$ cat config.mk
export PLATFORM = sky130hd
export DESIGN_NAME = run_step_controller
export DESIGN_NICKNAME = d
export VERILOG_FILES = /design/src/rtl/cdec_monitor_pkg.sv /design/src/rtl/run_step_controller_input_sync.sv /design/src/rtl/run_step_controller.sv
export SDC_FILE = /design/constraint.sdc
export NUM_CORES = 1
export LEC_CHECK = 0
export CORE_MARGIN = 1
export CORE_UTILIZATION = 41
export DETAILED_ROUTE_END_ITERATION = 12
export HOLD_SLACK_MARGIN = 0.1
export PLACE_DENSITY = 0.7
export RECOVER_POWER = 50
export SLEW_MARGIN = 20
export SYNTH_ARGS = -nofsm -noshare
export SYNTH_HDL_FRONTEND = slang
export SYNTH_SLANG_ARGS = --single-unit
$ cat constraint.sdc
create_clock -name clock -period 3.1 [get_ports clock]
set_input_delay 0.775 -clock clock [delete_from_list [all_inputs] [get_ports clock]]
set_output_delay 0.775 -clock clock [all_outputs]
set_load 0.02 [all_outputs]
$ cat src/rtl/cdec_monitor_pkg.sv
// Shared types for the CDECv monitor-side execution controller.
package cdec_monitor_pkg;

    typedef enum logic [2:0] {
        STOP,
        RUN,
        STEP_EXIT,
        STEP_WAIT,
        HALT
    } state_t;

endpackage

$ cat src/rtl/run_step_controller_input_sync.sv
// Multi-stage synchronizer for an asynchronous level, plus a one-clock rising-edge pulse.
module input_sync #(
    parameter int unsigned SYNC_STAGES = 2
) (
    input  logic clock,
    input  logic reset,
    input  logic async_in,
    output logic sync_out,
    output logic rise_pulse
);

    logic [SYNC_STAGES-1:0] sync_q;
    logic                   last_q;

    always_ff @(posedge clock or negedge reset) begin
        if (!reset) begin
            sync_q <= '0;
            last_q <= 1'b0;
        end else begin
            sync_q <= {sync_q[SYNC_STAGES-2:0], async_in};
            last_q <= sync_q[SYNC_STAGES-1];
        end
    end

    assign sync_out   = sync_q[SYNC_STAGES-1];
    assign rise_pulse = sync_out & ~last_q;

endmodule

$ cat src/rtl/run_step_controller.sv
// Run / single-step / breakpoint / halt controller producing the CPU clock enable,
// with instruction and enabled-cycle counters for the monitor.
module run_step_controller
    import cdec_monitor_pkg::*;
#(
    parameter int unsigned CNT_W       = 16,
    parameter int unsigned SYNC_STAGES = 2
) (
    input  logic             clock,
    input  logic             reset,
    input  logic             run_sw,
    input  logic             step_btn,
    input  logic             clr_cnt,
    input  logic             dbg_F0,
    input  logic             dbg_halt,
    input  logic [7:0]       pc,
    input  logic             bp_en,
    input  logic [7:0]       bp_addr,
    output logic             cpu_en,
    output logic             running,
    output logic             halted,
    output logic             bp_hit,
    output logic [CNT_W-1:0] instr_count,
    output logic [CNT_W-1:0] cycle_count
);

    state_t           state_q, state_d;
    logic             run_s, run_rise;
    logic             step_s, step_pulse;
    logic             left_f0_q;
    logic             bp_hit_q;
    logic             f0_prev_q;
    logic             bp_match;
    logic             bp_stop;
    logic [CNT_W-1:0] instr_q, cycle_q;

    input_sync #(.SYNC_STAGES(SYNC_STAGES)) u_run_sync (
        .clock      (clock),
        .reset      (reset),
        .async_in   (run_sw),
        .sync_out   (run_s),
        .rise_pulse (run_rise)
    );

    input_sync #(.SYNC_STAGES(SYNC_STAGES)) u_step_sync (
        .clock      (clock),
        .reset      (reset),
        .async_in   (step_btn),
        .sync_out   (step_s),
        .rise_pulse (step_pulse)
    );

    // Run is level-sensitive and step only needs its edge; the other outputs are spare.
    logic unused_sync;
    assign unused_sync = run_rise ^ step_s;

    // left_f0 keeps a resume at the breakpoint PC from stopping again before the CPU moves on.
    assign bp_match = left_f0_q & dbg_F0 & bp_en & (pc == bp_addr);
    assign bp_stop  = (state_q == RUN) & ~dbg_halt & bp_match;

    always_ff @(posedge clock or negedge reset) begin
        if (!reset) begin
            state_q <= STOP;
        end else begin
            state_q <= state_d;
        end
    end

    always_comb begin
        state_d = state_q;
        unique case (state_q)
            STOP: begin
                if (run_s)           state_d = RUN;
                else if (step_pulse) state_d = STEP_EXIT;
            end
            RUN: begin
                if (dbg_halt)        state_d = HALT;
                else if (bp_match)   state_d = STOP;
                else if (!run_s)     state_d = dbg_F0 ? STOP : STEP_WAIT;
            end
            STEP_EXIT: begin
                if (dbg_halt)        state_d = HALT;
                else if (!dbg_F0)    state_d = STEP_WAIT;
            end
            STEP_WAIT: begin
                if (dbg_halt)        state_d = HALT;
                else if (dbg_F0)     state_d = STOP;
            end
            HALT:    state_d = HALT;
            default: state_d = STOP;
        endcase
    end

    always_comb begin
        cpu_en  = 1'b0;
        running = 1'b0;
        halted  = 1'b0;
        unique case (state_q)
            RUN: begin
                cpu_en  = 1'b1;
                running = 1'b1;
            end
            STEP_EXIT, STEP_WAIT: cpu_en = 1'b1;
            HALT:                 halted = 1'b1;
            default: ;
        endcase
    end

    always_ff @(posedge clock or negedge reset) begin
        if (!reset) begin
            left_f0_q <= 1'b0;
            bp_hit_q  <= 1'b0;
            f0_prev_q <= 1'b0;
        end else begin
            f0_prev_q <= dbg_F0;
            if (state_q != RUN && state_d == RUN) begin
                left_f0_q <= 1'b0;
            end else if (state_q == RUN && !dbg_F0) begin
                left_f0_q <= 1'b1;
            end
            if (state_q == STOP && (state_d == RUN || state_d == STEP_EXIT)) begin
                bp_hit_q <= 1'b0;
            end else if (bp_stop) begin
                bp_hit_q <= 1'b1;
            end
        end
    end

    always_ff @(posedge clock or negedge reset) begin
        if (!reset) begin
            instr_q <= '0;
            cycle_q <= '0;
        end else if (clr_cnt) begin
            instr_q <= '0;
            cycle_q <= '0;
        end else if (cpu_en) begin
            cycle_q <= cycle_q + CNT_W'(1);
            if (dbg_F0 && !f0_prev_q) begin
                instr_q <= instr_q + CNT_W'(1);
            end
        end
    end

    assign bp_hit      = bp_hit_q;
    assign instr_count = instr_q;
    assign cycle_count = cycle_q;

endmodule

==> metrics, run 1 <==
Nets=297; critical path capture point type=output pin; TritonCTS clock tree=yes; Max Clock Skew=0.005710 ns; Leak=1.156 nW; worst endpoint required time=2.32 ns; post-CTS sizing=0; Num Clock Sinks=between 40 and 50; Tcrit/Tclk final=84.74%; CTS clk-pin slew, worst paths=approximately 0.07 ns; Hold Path Cell Cnt=0; cell depth of the worst flop-to-flop path=6; fin crit period=about 2.6 ns; sequential element share of the synthesized area=48.53%; Pwr Density=469.9 nW/um^2; worst r2r src=state_q[2]; top-count cell post-synth=dfrtp_1; io pins=60; Avg Inst Size Synth=10.46 sq um; max incr delay on CP=0.63 ns; GP Congestion=0.7381; DRC viols=0; crit-path cells=o21ba_1, buf_4, clkdlybuf4s50_1; Post-DP Area=~2800 sq um; Worst setup SP type=flip-flop; RR Endpoint=instr_count[14]; post-synthesis cell count=212; clk_lat worst skew=0.29 ns; setup TNS=0 ns; Num CTS Buffers=5; Initial Utilization=42.86%; GRT Total Usage=17.79%; share of the synthesized area in the top cell type=between 40% and 50%; P&R area growth vs syn=30.19%; Crit Path Max Fanout=10; Hold Vio Cnt, Final=0; routed wire length=4.590 mm; synthesized area=approximately 2200 sq um; Core ar.=5172 sq um; power after layout=1.356 mW; ys flop type=dfrtp_1; EDFF count, synth=0; H-tree levels=2; setup bufs post-CTS=0; vias per cell=5.058; Final HPWL DP=3.255 mm; Routed WL per cell=13.42 um; Synthesized Nets=238; antenna violations before repair=0; vias in the first global route=between 1,500 and 2,000; routed via count=1,730; Design Area, Final=between 2000 and 3000 sq um; Yosys reg bits=43; WP data arrival=1.85 ns; asr flop ratio synth=100.0%; critical path's slowest cell=clkdlybuf4s50_1; Final Util=55.81%; first-pass GRT wire length=7.693 mm; 1st-iter DRT viols=53; Worst Hold Class=flip-flop to flip-flop; unrepaired setup endpoints after global routing=false; fill count=469; DIE HEIGHT=75.54 um; WS Path Type=flip-flop to output pin; R2R Setup Slk=1.24 ns; Final Slew Violations=0; Max Buffers Root-to-Sink=2; Yosys warning count=0; Layout Cells excl Fill=approximately 340; clock root cell=clkbuf_8; share of layout cells above drive strength 1=7.353%; n_diodes=0; Setup crit end=cpu_en; Rows=26; status=completed; maximum vdd drop=0.0004045 V; placed cells=around 330; port bufs=between 50 and 60; Detail Route Antenna Nets=0; drt first pass iters=4; distinct cell type count after synthesis=43; actual slew at the worst max-slew pin=1.383 ns; Max Clk Rate=0.3807 GHz; # hold bufs at CTS=0; slew margin rel.=7.770%; Die W=75.54 um; largest net degree at the start of global routing=44; Final setup viols=0; total grt overflow=0; die area=around 5700 sq um; synth cell count leaders=43 x dfrtp_1, 31 x nor2_1, 25 x xnor2_1; Worst setup startpoint=state_q[2]; Max Cap Viol=0; largest cells by area after synthesis=dfrtp_1 49%, xnor2_1 9.9%, nor2_1 5.2%; Synth area leader=dfrtp_1
==> logic make-up (layout without fill, tap and decap cells) <==
logic type      Yosys count  in the layout  synth area share [%]
simple gates             98             98                 24.15
xor+xnor                 35             35                 13.83
fa+ha+maj                 2              2                 1.128
compound gates           21             21                 7.055
flops                    43             43                 48.53
buf+inv                  12             72                 4.853
mux                       1              1                0.4515
==> worst max-delay path, delay by kind of cell (launching register included) <==
kind / cells / cell delay, ns
AO/OA/AOI/OAI: 1 / 0.25
flip-flops: 1 / 0.48
buffers and inverters: 2 / 0.83
==> flip-flops by register name, indices dropped and copies added, names as in the netlist <==
register            cells
bp_hit                  1
cycle_count            16
f0_prev_q               1
instr_count            16
left_f0_q               1
state_q                 3
u_run_sync.sync_q       2
u_step_sync.last_q      1
u_step_sync.sync_q      2
==> through the flow <==
| stage | setup WS [ns] | hold slack [ns] |
|---|---|---|
| after global routing | 0.3896 | 0.3768 |
| after global placement | 0.7042 | 0.3335 |
| after detailed placement | 0.6539 | 0.3490 |
| final | 0.4732 | 0.3651 |
| after floorplan | 1.295 | 0.3312 |
| after CTS | 0.4653 | 0.3676 |
==> final cells by class <==
cell class                 instances  area (sq um)  share of cell area (%)
sequential                        43          1076                   37.28
inverter                           3         11.26                  0.3901
tap                               70         87.58                   3.034
clock buffer                       7         76.32                   2.644
timing repair buffer              61         596.8                   20.68
multi-input combinational        157          1033                   35.80
clock inverter                     1         5.005                  0.1734
==> placed cells by master, fill, tap and decap left out, drive strengths merged, types with 2 or more instances in the layout <==
master and n:
inv 3, buf 2, or3 3, and2 2, nand2 13, clkdlybuf4s50 53, o21ai 4, and4 3
ha 2, nor4b 3, nand4 8, dlygate4sd3 5, nor2 31, nor3b 2, a21oi 6, nor3 9
dfrtp 43, nor2b 2, nand3 11, xor2 10, xnor2 25, clkbuf 8, nor4 6, and3 4
==> power by group <==
part	total (mW)	internal [mW]	switching (mW)	leakage [nW]
sequential	0.659	0.598	0.0611	0.580
clock	0.341	0.158	0.183	0.0422
combinational	0.356	0.176	0.180	0.533
==> worst min path at each step <==
| stage | startpoint | end | slack [ns] |
|---|---|---|---|
| 2_1_floorplan | u_run_sync.sync_q[0] | u_run_sync.sync_q[1] | 0.33 |
| 3_3_place_gp | u_run_sync.sync_q[0] | u_run_sync.sync_q[1] | 0.33 |
| 3_5_place_dp | u_step_sync.sync_q[0] | u_step_sync.sync_q[1] | 0.35 |
| 4_1_cts | u_step_sync.sync_q[0] | u_step_sync.sync_q[1] | 0.37 |
| 5_1_grt | u_run_sync.sync_q[0] | u_run_sync.sync_q[1] | 0.38 |
| 6_report | u_run_sync.sync_q[0] | u_run_sync.sync_q[1] | 0.37 |
==> metal layers <==
metal  share of wire, %  global-route usage (%)  up-vias
met1                 48                   24.92      837
met5                  0                       0        -
met4                1.0                   6.173        0
li1                   -                       -      848
met3                3.5                   3.307        5
met2                 47                   27.78       40
Note: power is estimated with default switching activity, not from simulation.
==> inputs of run 2 (changes only) <==
==> constraint.sdc (replaced) <==
create_clock -name clock -period 2.6 [get_ports clock]
set_input_delay 0.65 -clock clock [delete_from_list [all_inputs] [get_ports clock]]
set_output_delay 0.65 -clock clock [all_outputs]
set_load 0.02 [all_outputs]
==> run 2 against run 1 <==
Die area unchanged; sequential power increased by 18%; sequential share of layout area increased by 0.15 points; register-to-register slack got worse by 0.92 ns; critical endpoint is now halted; count of clock-buffer cells in the layout unchanged; wire length decreased by 0.35%.
==> metrics, run 2 (synthesis results as in run 1) <==
total grt overflow=0 (unchanged); setup TNS=0 ns (unchanged); Pwr Density=554.4 nW/um^2 (+18%); WP data arrival=1.77 ns (-0.08 ns); Core ar.=5172 sq um (unchanged); actual slew at the worst max-slew pin=0.9541 ns (-0.4293 ns); Initial Utilization=42.86% (unchanged); Num Clock Sinks=43 (unchanged); H-tree levels=2 (unchanged); # hold bufs at CTS=0 (unchanged); clk_lat worst skew=0.29 ns (about the same); Nets=299 (+0.67%); commonest cells after routing, fill and taps aside=55 x clkdlybuf4s50_1, 43 x dfrtp_1, 31 x nor2_1; vias in the first global route=1,628 (+1.4%); Num CTS Buffers=5 (unchanged); Final setup viols=0 (unchanged); DIE HEIGHT=75.54 um (unchanged); Worst setup SP type=flip-flop; Die W=75.54 um (unchanged); largest net degree at the start of global routing=33 (-25%); unrepaired setup endpoints after global routing=false; WS Path Type=flip-flop to output pin; Max Clock Skew=0.005733 ns (+0.00002273 ns); Worst setup startpoint=state_q[1]; io pins=60 (unchanged); Final HPWL DP=3.342 mm (+2.7%); port bufs=59 (unchanged); GRT Total Usage=18.25% (+0.46 points); fin crit period=2.423 ns; Worst Hold Class=flip-flop to flip-flop; antenna violations before repair=0 (unchanged); Leak=1.143 nW (-1.1%); critical path capture point type=output pin; first-pass GRT wire length=7.872 mm (+2.3%); clock root cell=clkbuf_8; slew margin rel.=36.39% (+29 points); post-CTS sizing=0 (unchanged); Max Clk Rate=0.4127 GHz; GP Congestion=0.7521 (+1.9%); Rows=26 (unchanged); Max Buffers Root-to-Sink=2 (unchanged); drt first pass iters=4 (unchanged); Hold Path Origin=u_run_sync.sync_q[0]; maximum vdd drop=0.0002893 V (-28%); CTS clk-pin slew, worst paths=0.07 ns (about the same); Hold Vio Cnt, Final=0 (unchanged); vias per cell=5.029 (-0.58%); setup bufs post-CTS=0 (unchanged); 1st-iter DRT viols=89 (+68%); Detail Route Antenna Nets=0 (unchanged); Final Slew Violations=0 (unchanged); share of layout cells above drive strength 1=5.839% (-1.5 points); worst r2r src=state_q[2]; TritonCTS clock tree=yes; Crit Path Max Fanout=9 (-1); Max Cap Viol=0 (unchanged); Tcrit/Tclk final=93.19%; DRC viols=0 (unchanged); routed wire length=4.574 mm (-0.35%); die area=5706 sq um (unchanged); most common cell after layout, fill and taps aside=clkdlybuf4s50_1; routed via count=1,730 (unchanged); n_diodes=0 (unchanged); P&R area growth vs syn=29.68%; Routed WL per cell=13.30 um (-0.93%); status=completed; R2R Setup Slk=0.32 ns (-0.92 ns); worst endpoint required time=1.95 ns (-0.37 ns); Final Util=55.59% (-0.22 points)
==> run 2: power by group <==
part / switching [mW] / internal [mW]
registers: 0.0653 / 0.713
logic: 0.211 / 0.203
clock network: 0.213 / 0.189
==> run 2: cell type report <==
type / count / area [sq um]
well taps: 70 / 87.58
clock buffers: 7 / 76.32
flip-flops and latches: 43 / 1076
inverters: 3 / 11.26
multi-input cells: 157 / 1016
clock inverters: 1 / 5.005
repair buffers: 63 / 603.1
fillers: 490 / 2297
==> run 2: final timing paths <==
check,end,cells past startpoint
min,u_run_sync.sync_q[1],0
max,halted,3
min in group asynchronous,instr_count[9],1
min reg2reg,u_run_sync.sync_q[1],0
max in group asynchronous,cycle_count[4],2
max reg2reg,cycle_count[13],6
==> run 2: critical path, stage by stage (launching register included) <==
cell and delay (ns):
dfrtp_1 0.48, nor2_1 0.21, and2_2 0.18, clkdlybuf4s50_1 0.61
==> run 2: routing by layer <==
layer | vias to the layer above | track usage (%) | wire length (um)
met5 | - | 0 | 0
met4 | 0 | 6.790 | 62
met3 | 7 | 3.571 | 236
met2 | 47 | 27.78 | 2191
met1 | 825 | 25.86 | 2083
li1 | 851 | - | -
==> run 2: per-stage QoR <==
stage               hold WS (ns)  setup WS, ns  area, sq um  std cells  power (mW)
finish                    0.3517        0.1771         2875        344       1.594
CTS                       0.2632        0.1699         2905        344       1.636
global placement          0.3335        0.3262         2824        336       1.217
floorplan                 0.3312        0.9198         2217        212       1.087
global route              0.3662       0.09732         2875        344       1.698
detailed placement        0.3370        0.2049         2824        336       1.228
